File: src/rtl/mem_access.sv
// Memory-access stage: AXI4-lite loads/stores and ALU pass-through.
// Produces the writeback packet and stalls execute while a bus op is open.
module mem_access #(
  parameter int ADDR_W = 32,
  parameter logic [2:0] PROT = 3'b000
) (
  input  logic              clk,
  input  logic              rst,
  input  logic              in_valid,
  output logic              in_ready,
  input  logic [6:0]        opcode,
  input  logic [2:0]        funct3,
  input  logic [31:0]       addr,
  input  logic [31:0]       st_data,
  input  logic [31:0]       alu_rd,
  input  logic [4:0]        rd_idx,
  output logic              wb_valid,
  output logic [4:0]        wb_idx,
  output logic [31:0]       wb_data,
  output logic              mem_lock,
  output logic              err,
  output logic              axi_awvalid,
  output logic [ADDR_W-1:0] axi_awaddr,
  output logic [2:0]        axi_awprot,
  input  logic              axi_awready,
  output logic              axi_wvalid,
  output logic [31:0]       axi_wdata,
  output logic [3:0]        axi_wstrb,
  input  logic              axi_wready,
  input  logic              axi_bvalid,
  input  logic [1:0]        axi_bresp,
  output logic              axi_bready,
  output logic              axi_arvalid,
  output logic [ADDR_W-1:0] axi_araddr,
  output logic [2:0]        axi_arprot,
  input  logic              axi_arready,
  input  logic              axi_rvalid,
  input  logic [31:0]       axi_rdata,
  input  logic [1:0]        axi_rresp,
  output logic              axi_rready
);

  typedef enum logic [2:0] {
    IDLE, ST_REQ, ST_RESP, LD_REQ, LD_RESP
  } state_t;

  localparam logic [6:0] OP_LOAD  = 7'b0000011;
  localparam logic [6:0] OP_STORE = 7'b0100011;

  state_t state_q, state_d;
  logic awvalid_q, awvalid_d, wvalid_q, wvalid_d;
  logic bready_q, bready_d, arvalid_q, arvalid_d;
  logic rready_q, rready_d;
  logic [ADDR_W-1:0] awaddr_q, awaddr_d, araddr_q, araddr_d;
  logic [31:0] wdata_q, wdata_d;
  logic [3:0]  wstrb_q, wstrb_d;
  logic wb_valid_q, wb_valid_d, err_q, err_d;
  logic [4:0]  wb_idx_q, wb_idx_d, rd_q, rd_d;
  logic [31:0] wb_data_q, wb_data_d;
  logic [1:0]  lo_q, lo_d;
  logic [2:0]  f3_q, f3_d;

  logic        is_ld, is_st, mis;
  logic [3:0]  size_mask;
  logic [7:0]  b_lane;
  logic [15:0] h_lane;
  logic [31:0] ld_data;
  logic        r_ok;

  assign mem_lock    = (state_q != IDLE);
  assign in_ready    = ~mem_lock;
  assign axi_awvalid = awvalid_q;
  assign axi_awaddr  = awaddr_q;
  assign axi_awprot  = PROT;
  assign axi_wvalid  = wvalid_q;
  assign axi_wdata   = wdata_q;
  assign axi_wstrb   = wstrb_q;
  assign axi_bready  = bready_q;
  assign axi_arvalid = arvalid_q;
  assign axi_araddr  = araddr_q;
  assign axi_arprot  = PROT;
  assign axi_rready  = rready_q;
  assign wb_valid    = wb_valid_q;
  assign wb_idx      = wb_idx_q;
  assign wb_data     = wb_data_q;
  assign err         = err_q;

  assign is_ld = (opcode == OP_LOAD);
  assign is_st = (opcode == OP_STORE);
  assign mis = (is_ld || is_st) &&
               ((funct3[1:0] == 2'b01 && addr[0]) ||
                (funct3[1:0] == 2'b10 && addr[1:0] != 2'b00));

  always_comb begin
    unique case (funct3[1:0])
      2'b00:   size_mask = 4'b0001;
      2'b01:   size_mask = 4'b0011;
      default: size_mask = 4'b1111;
    endcase
  end

  // Lane extraction uses the offset/size latched at accept time.
  always_comb begin
    b_lane = 8'(axi_rdata >> {lo_q, 3'b000});
    h_lane = lo_q[1] ? axi_rdata[31:16] : axi_rdata[15:0];
    case (f3_q)
      3'b000:  ld_data = {{24{b_lane[7]}}, b_lane};
      3'b100:  ld_data = {24'b0, b_lane};
      3'b001:  ld_data = {{16{h_lane[15]}}, h_lane};
      3'b101:  ld_data = {16'b0, h_lane};
      default: ld_data = axi_rdata;
    endcase
    if (axi_rresp != 2'b00) ld_data = '0;
  end

  assign r_ok = !arvalid_q || axi_arready;

  always_comb begin
    state_d    = state_q;
    awvalid_d  = awvalid_q;
    wvalid_d   = wvalid_q;
    bready_d   = bready_q;
    arvalid_d  = arvalid_q;
    rready_d   = rready_q;
    awaddr_d   = awaddr_q;
    araddr_d   = araddr_q;
    wdata_d    = wdata_q;
    wstrb_d    = wstrb_q;
    wb_valid_d = 1'b0;
    err_d      = 1'b0;
    wb_idx_d   = wb_idx_q;
    wb_data_d  = wb_data_q;
    rd_d       = rd_q;
    lo_d       = lo_q;
    f3_d       = f3_q;
    unique case (state_q)
      IDLE: begin
        if (in_valid) begin
          rd_d = rd_idx;
          lo_d = addr[1:0];
          f3_d = funct3;
          if (mis) begin
            err_d = 1'b1;
          end else if (is_st) begin
            state_d   = ST_REQ;
            awvalid_d = 1'b1;
            wvalid_d  = 1'b1;
            awaddr_d  = {addr[ADDR_W-1:2], 2'b00};
            wdata_d   = st_data << {addr[1:0], 3'b000};
            wstrb_d   = size_mask << addr[1:0];
          end else if (is_ld) begin
            state_d   = LD_REQ;
            arvalid_d = 1'b1;
            rready_d  = 1'b1;
            araddr_d  = {addr[ADDR_W-1:2], 2'b00};
          end else begin
            wb_valid_d = 1'b1;
            wb_idx_d   = rd_idx;
            wb_data_d  = alu_rd;
          end
        end
      end
      ST_REQ: begin
        if (axi_awready) awvalid_d = 1'b0;
        if (axi_wready)  wvalid_d  = 1'b0;
        if (!awvalid_d && !wvalid_d) begin
          bready_d = 1'b1;
          state_d  = ST_RESP;
        end
      end
      ST_RESP: begin
        if (axi_bvalid) begin
          bready_d = 1'b0;
          state_d  = IDLE;
          err_d    = (axi_bresp != 2'b00);
        end
      end
      LD_REQ, LD_RESP: begin
        if (axi_arready) arvalid_d = 1'b0;
        if (axi_rvalid && r_ok) begin
          rready_d   = 1'b0;
          state_d    = IDLE;
          wb_valid_d = 1'b1;
          wb_idx_d   = rd_q;
          wb_data_d  = ld_data;
          err_d      = (axi_rresp != 2'b00);
        end else if (!arvalid_d) begin
          state_d = LD_RESP;
        end
      end
      default: state_d = IDLE;
    endcase
  end

  always_ff @(posedge clk or posedge rst) begin
    if (rst) begin
      state_q    <= IDLE;
      awvalid_q  <= 1'b0;
      wvalid_q   <= 1'b0;
      bready_q   <= 1'b0;
      arvalid_q  <= 1'b0;
      rready_q   <= 1'b0;
      awaddr_q   <= '0;
      araddr_q   <= '0;
      wdata_q    <= '0;
      wstrb_q    <= '0;
      wb_valid_q <= 1'b0;
      err_q      <= 1'b0;
      wb_idx_q   <= '0;
      wb_data_q  <= '0;
      rd_q       <= '0;
      lo_q       <= '0;
      f3_q       <= '0;
    end else begin
      state_q    <= state_d;
      awvalid_q  <= awvalid_d;
      wvalid_q   <= wvalid_d;
      bready_q   <= bready_d;
      arvalid_q  <= arvalid_d;
      rready_q   <= rready_d;
      awaddr_q   <= awaddr_d;
      araddr_q   <= araddr_d;
      wdata_q    <= wdata_d;
      wstrb_q    <= wstrb_d;
      wb_valid_q <= wb_valid_d;
      err_q      <= err_d;
      wb_idx_q   <= wb_idx_d;
      wb_data_q  <= wb_data_d;
      rd_q       <= rd_d;
      lo_q       <= lo_d;
      f3_q       <= f3_d;
    end
  end

endmodule

File: config.mk
export PLATFORM = sky130hd
export DESIGN_NAME = mem_access
export DESIGN_NICKNAME = d
export VERILOG_FILES = /design/src/rtl/mem_access.sv
export SDC_FILE = /design/constraint.sdc
export NUM_CORES = 1
export LEC_CHECK = 0
export ABC_AREA = 1
export CORE_MARGIN = 4
export CORE_UTILIZATION = 38
export DETAILED_ROUTE_END_ITERATION = 16
export GPL_ROUTABILITY_DRIVEN = 0
export PLACE_DENSITY = 0.83
export SLEW_MARGIN = 20
export SYNTH_ARGS = -nofsm -noshare
export SYNTH_HDL_FRONTEND = slang
export SYNTH_SLANG_ARGS = --single-unit
File: constraint.sdc
create_clock -name clk -period 9.8 [get_ports clk]
set_clock_uncertainty 0.15 [all_clocks]
set_input_delay 2.45 -clock clk [delete_from_list [all_inputs] [get_ports clk]]
set_output_delay 2.45 -clock clk [all_outputs]
set_load 0.02 [all_outputs]
==> results.sh <==
export IMPL_synth_edf_count=0
export IMPL_tritoncts_num_buffers=17
export IMPL_timing_hold_worst_class="flip-flop to flip-flop"
export IMPL_ctsHtreeMaxLevel=4
export IMPL_synth_async_reset_ratio_pct=100
export IMPL_timing_hold_worst_endpoint="rd_q[4]$_DFFE_PP0P_"
export IMPL_cp_required_ns=10.00
export IMPL_start_kind="input pin"
export IMPL_synth_warning_count=0
export IMPL_detail_route_iter0_violations=567
export IMPL_postCtsSetupBuffers=0
export IMPL_cpLargestDelayFamily="buffers and inverters"
export IMPL_clock_tree_buffer_depth=2
export IMPL_wire_per_inst_um=16.4
export IMPL_antenna_violating_nets_post_route=0
export IMPL_path_max_fanout=125
export IMPL_yosysSeqAreaShare_pct=48.4
export IMPL_nFillCells=1841
export IMPL_critical_path_top_cell_by_count="nand2_1"
export IMPL_num_nets_final=1500
export IMPL_initial_utilization_pct=38.8
export IMPL_grt_max_degree=126
export IMPL_static_leakage_power_nw=5.55
export IMPL_count_of_antenna_diodes_in_the_layout=0
export IMPL_synth_seq_cells=153
export IMPL_buffer_ports_inserted=296
export IMPL_post_cts_resized=0
export IMPL_r2r_end="wb_data[26]$_DFFE_PP0P_"
export IMPL_finalCriticalPeriod_ns=5.22
export IMPL_synth_most_common_cell="nand2_1"
export IMPL_via_count=8022
export IMPL_outcome="completed"
export IMPL_final_layout_size_suffix_gt1_share_pct=4.05
export IMPL_totalNegativeSetupSlack_ns=0
export IMPL_internal_power_mw=1.61
export IMPL_place_hpwl_um=19400
export IMPL_critical_path_max_stage_delay_ns=1.02
export IMPL_crit_buf_inv=3
export IMPL_ys_top_cells_by_count="381 x nand2_1, 153 x dfrtp_1, 108 x nor2_1"
export IMPL_synth_area_mm2=0.00791
export IMPL_power_frac_seq_pct=32.1
export IMPL_first_global_vias=7829
export IMPL_pwr_density_cell_mw_per_mm2=243
export IMPL_routed_wirelength_um=26700
export IMPL_postLayoutCoreUtil_pct=56.6
export IMPL_post_drt_via_cell_ratio=4.93
export IMPL_synth_ff_type="dfrtp_1"
export IMPL_hold_path_startpoint="rd_q[4]$_DFFE_PP0P_"
export IMPL_pwr_share_clk_pct=23.8
export IMPL_post_synth_inst_count=1080
export IMPL_vdd_drop_max_mv=0.115
export IMPL_cts_hold_buffers=0
export IMPL_flow_area_growth_from_synthesis_pct=45.8
export IMPL_timing_max_transition_violations_final=0
export IMPL_path_cells="clkdlybuf4s50_1 > inv_2 > nand2_1 > nand3_1 > nand2_1 > nand2_1 > nand3b_4 > buf_6 > nand2_1 > o21ai_1"
export IMPL_design_die_area_mm2=0.0232
export IMPL_worst_ep_arrival_ns=5.42
export IMPL_tritoncts="yes"
export IMPL_die_width_um=152
export IMPL_max_cap_violations=0
export IMPL_grt_antenna_before_repair=0
export IMPL_global_route_overflow_total=0
export IMPL_switching_power_as_a_share_of_total_power_pct=42.5
export IMPL_worst_slew_margin_rel_pct=36.1
export IMPL_rr_startpoint="f3_q[1]$_DFFE_PP0P_"
export IMPL_power_net_switching_mw=1.19
export IMPL_finish_stage_setup_viols=0
export IMPL_endpoint_kind="flip-flop"
export IMPL_whs_path_depth=2
export IMPL_ys_top_cells_by_area="dfrtp_1 48%, nand2_1 18%, o21ai_0 5.7%"
export IMPL_chipHeight_um=152
export IMPL_drt_pass_1_iters=5
export IMPL_timing_worst_setup_path_type="input pin to flip-flop"
export IMPL_drc=0
export IMPL_gr_usage_all_layers_pct=22.5
export IMPL_netlist_top_cell_by_area="dfrtp_1"
export IMPL_slew_of_the_pin_with_the_lowest_slew_margin_ns=0.955
export IMPL_regToRegSetupSlack_ns=7.08
export IMPL_synthesis_area_per_instance_um2=7.32
export IMPL_cts_sinks=153
export IMPL_slowest_stage="clkdlybuf4s50_1"
export IMPL_synth_largest_type_area_fraction_pct=48.4
export IMPL_rows=52
export IMPL_combinationalPowerShare_pct=44.1
export IMPL_max_freq_ghz=0.192
export IMPL_root_buffer="clkbuf_16"
export IMPL_grt_setup_unrepaired="no"
export IMPL_grt_pass1_wl_um=42400
export IMPL_design_core_area_mm2=0.0204
export IMPL_synthDistinctLibCells=33
export IMPL_final_hold_violation_count=0
export IMPL_insertion_delay_ns=0.43
export IMPL_timing_reg2reg_worst_path_depth=9
export IMPL_final_min_period_over_clock_period_pct=53.2
export IMPL_io_pin_count=307
export IMPL_cts_reportedPaths_clkPinSlew_ns=0.08
export IMPL_timing_hold_ws_ns=0.327
-- layout by cell type (no fill, tap or decap), types with 4 or more instances in the layout --
master / instances
a21oi_1: 43
a22oi_1: 13
a31oi_1: 6
clkbuf_16: 17
clkdlybuf4s50_1: 296
clkinv_8: 6
conb_1: 10
dfrtp_1: 153
inv_1: 104
inv_6: 4
nand2_1: 381
nand2_2: 4
nand3_1: 36
nor2_1: 108
o211ai_1: 14
o21ai_0: 90
o21ai_1: 40
-- worst register-to-register path: stages (launching register included) --
cell and delay, ns:
dfrtp_1 0.57, nor2_1 0.69, inv_1 0.26, nor2_1 0.17, nand2_2 0.15, nand2_2 0.29, nand2_1 0.16, nand2_1 0.09
nand2_1 0.05, nand2_1 0.07
-- area by class of cell --
cell class                 count  area [um^2]  area share [%]
sequential                   153         3830            33.2
multi-input combinational    762         3340            28.9
timing repair buffer         300         3000            26.0
inverter                     111          427            3.70
clock buffer                  17          425            3.69
tap                          270          338            2.93
clock inverter                15          181            1.57
-- logic make-up (layout without fill, tap and decap cells) --
kind of cell | after synthesis | after routing | share of synthesized area, %
compound gates | 209 | 209 | 14.3
buf+inv | 174 | 443 | 9.85
flops | 153 | 153 | 48.4
other cells | 1 | 10 | 0.0474
simple gates | 543 | 543 | 27.4
-- metal layers --
layer / vias to the layer above / global-route usage [%] / wire, um
li1: 3913 / - / -
met1: 3673 / 28.3 / 10700
met2: 397 / 37.8 / 12900
met3: 39 / 6.19 / 2380
met4: 0 / 7.15 / 658
met5: - / 0 / 0
-- worst max path at each step --
stage,to,cells after the start,start,slack [ns]
4_1_cts,axi_awaddr[26]$_DFFE_PP0P_,9,addr[1],4.39
5_1_grt,axi_awaddr[21]$_DFFE_PP0P_,10,addr[1],4.33
6_report,axi_awaddr[8]$_DFFE_PP0P_,10,addr[1],4.58
3_5_place_dp,axi_awaddr[26]$_DFFE_PP0P_,9,addr[1],3.93
3_3_place_gp,axi_awaddr[28]$_DFFE_PP0P_,9,addr[1],4.07
2_1_floorplan,axi_araddr[10]$_DFFE_PP0P_,1,rst,3.08
-- per-stage QoR --
step	instance area (um^2)	worst slack [ns]	power (mW)	instances
finish	11500	4.58	2.80	1628
floorplan	7940	3.08	1.66	1089
detailed placement	10900	3.93	2.14	1596
CTS	11500	4.39	2.81	1628
global placement	10900	4.07	2.11	1596
global route	11500	4.33	2.98	1628
-- sequential cells by signal, indices dropped and copies added, names as in the netlist --
| signal | cells |
|---|---|
| axi_wvalid | 1 |
| wb_data | 32 |
| axi_wdata | 32 |
| axi_bready | 1 |
| err | 1 |
| axi_arvalid | 1 |
| wb_idx | 5 |
| state_q | 3 |
| axi_awvalid | 1 |
| f3_q | 3 |
| axi_awaddr | 30 |
| wb_valid | 1 |
| lo_q | 2 |
| rd_q | 5 |
| axi_wstrb | 4 |
| axi_araddr | 30 |
| axi_rready | 1 |
-- power by group through the flow --
| stage | registers (mW) | logic (mW) | clock network (mW) |
|---|---|---|---|
| final | 0.899 | 1.23 | 0.666 |
| after CTS | 0.897 | 1.24 | 0.678 |
| after detailed placement | 0.907 | 1.23 | 0 |
| after global routing | 0.916 | 1.36 | 0.707 |
| after global placement | 0.900 | 1.20 | 0 |
| after floorplan | 1.02 | 0.638 | 0 |
Power figures use the tool's default switching activity.
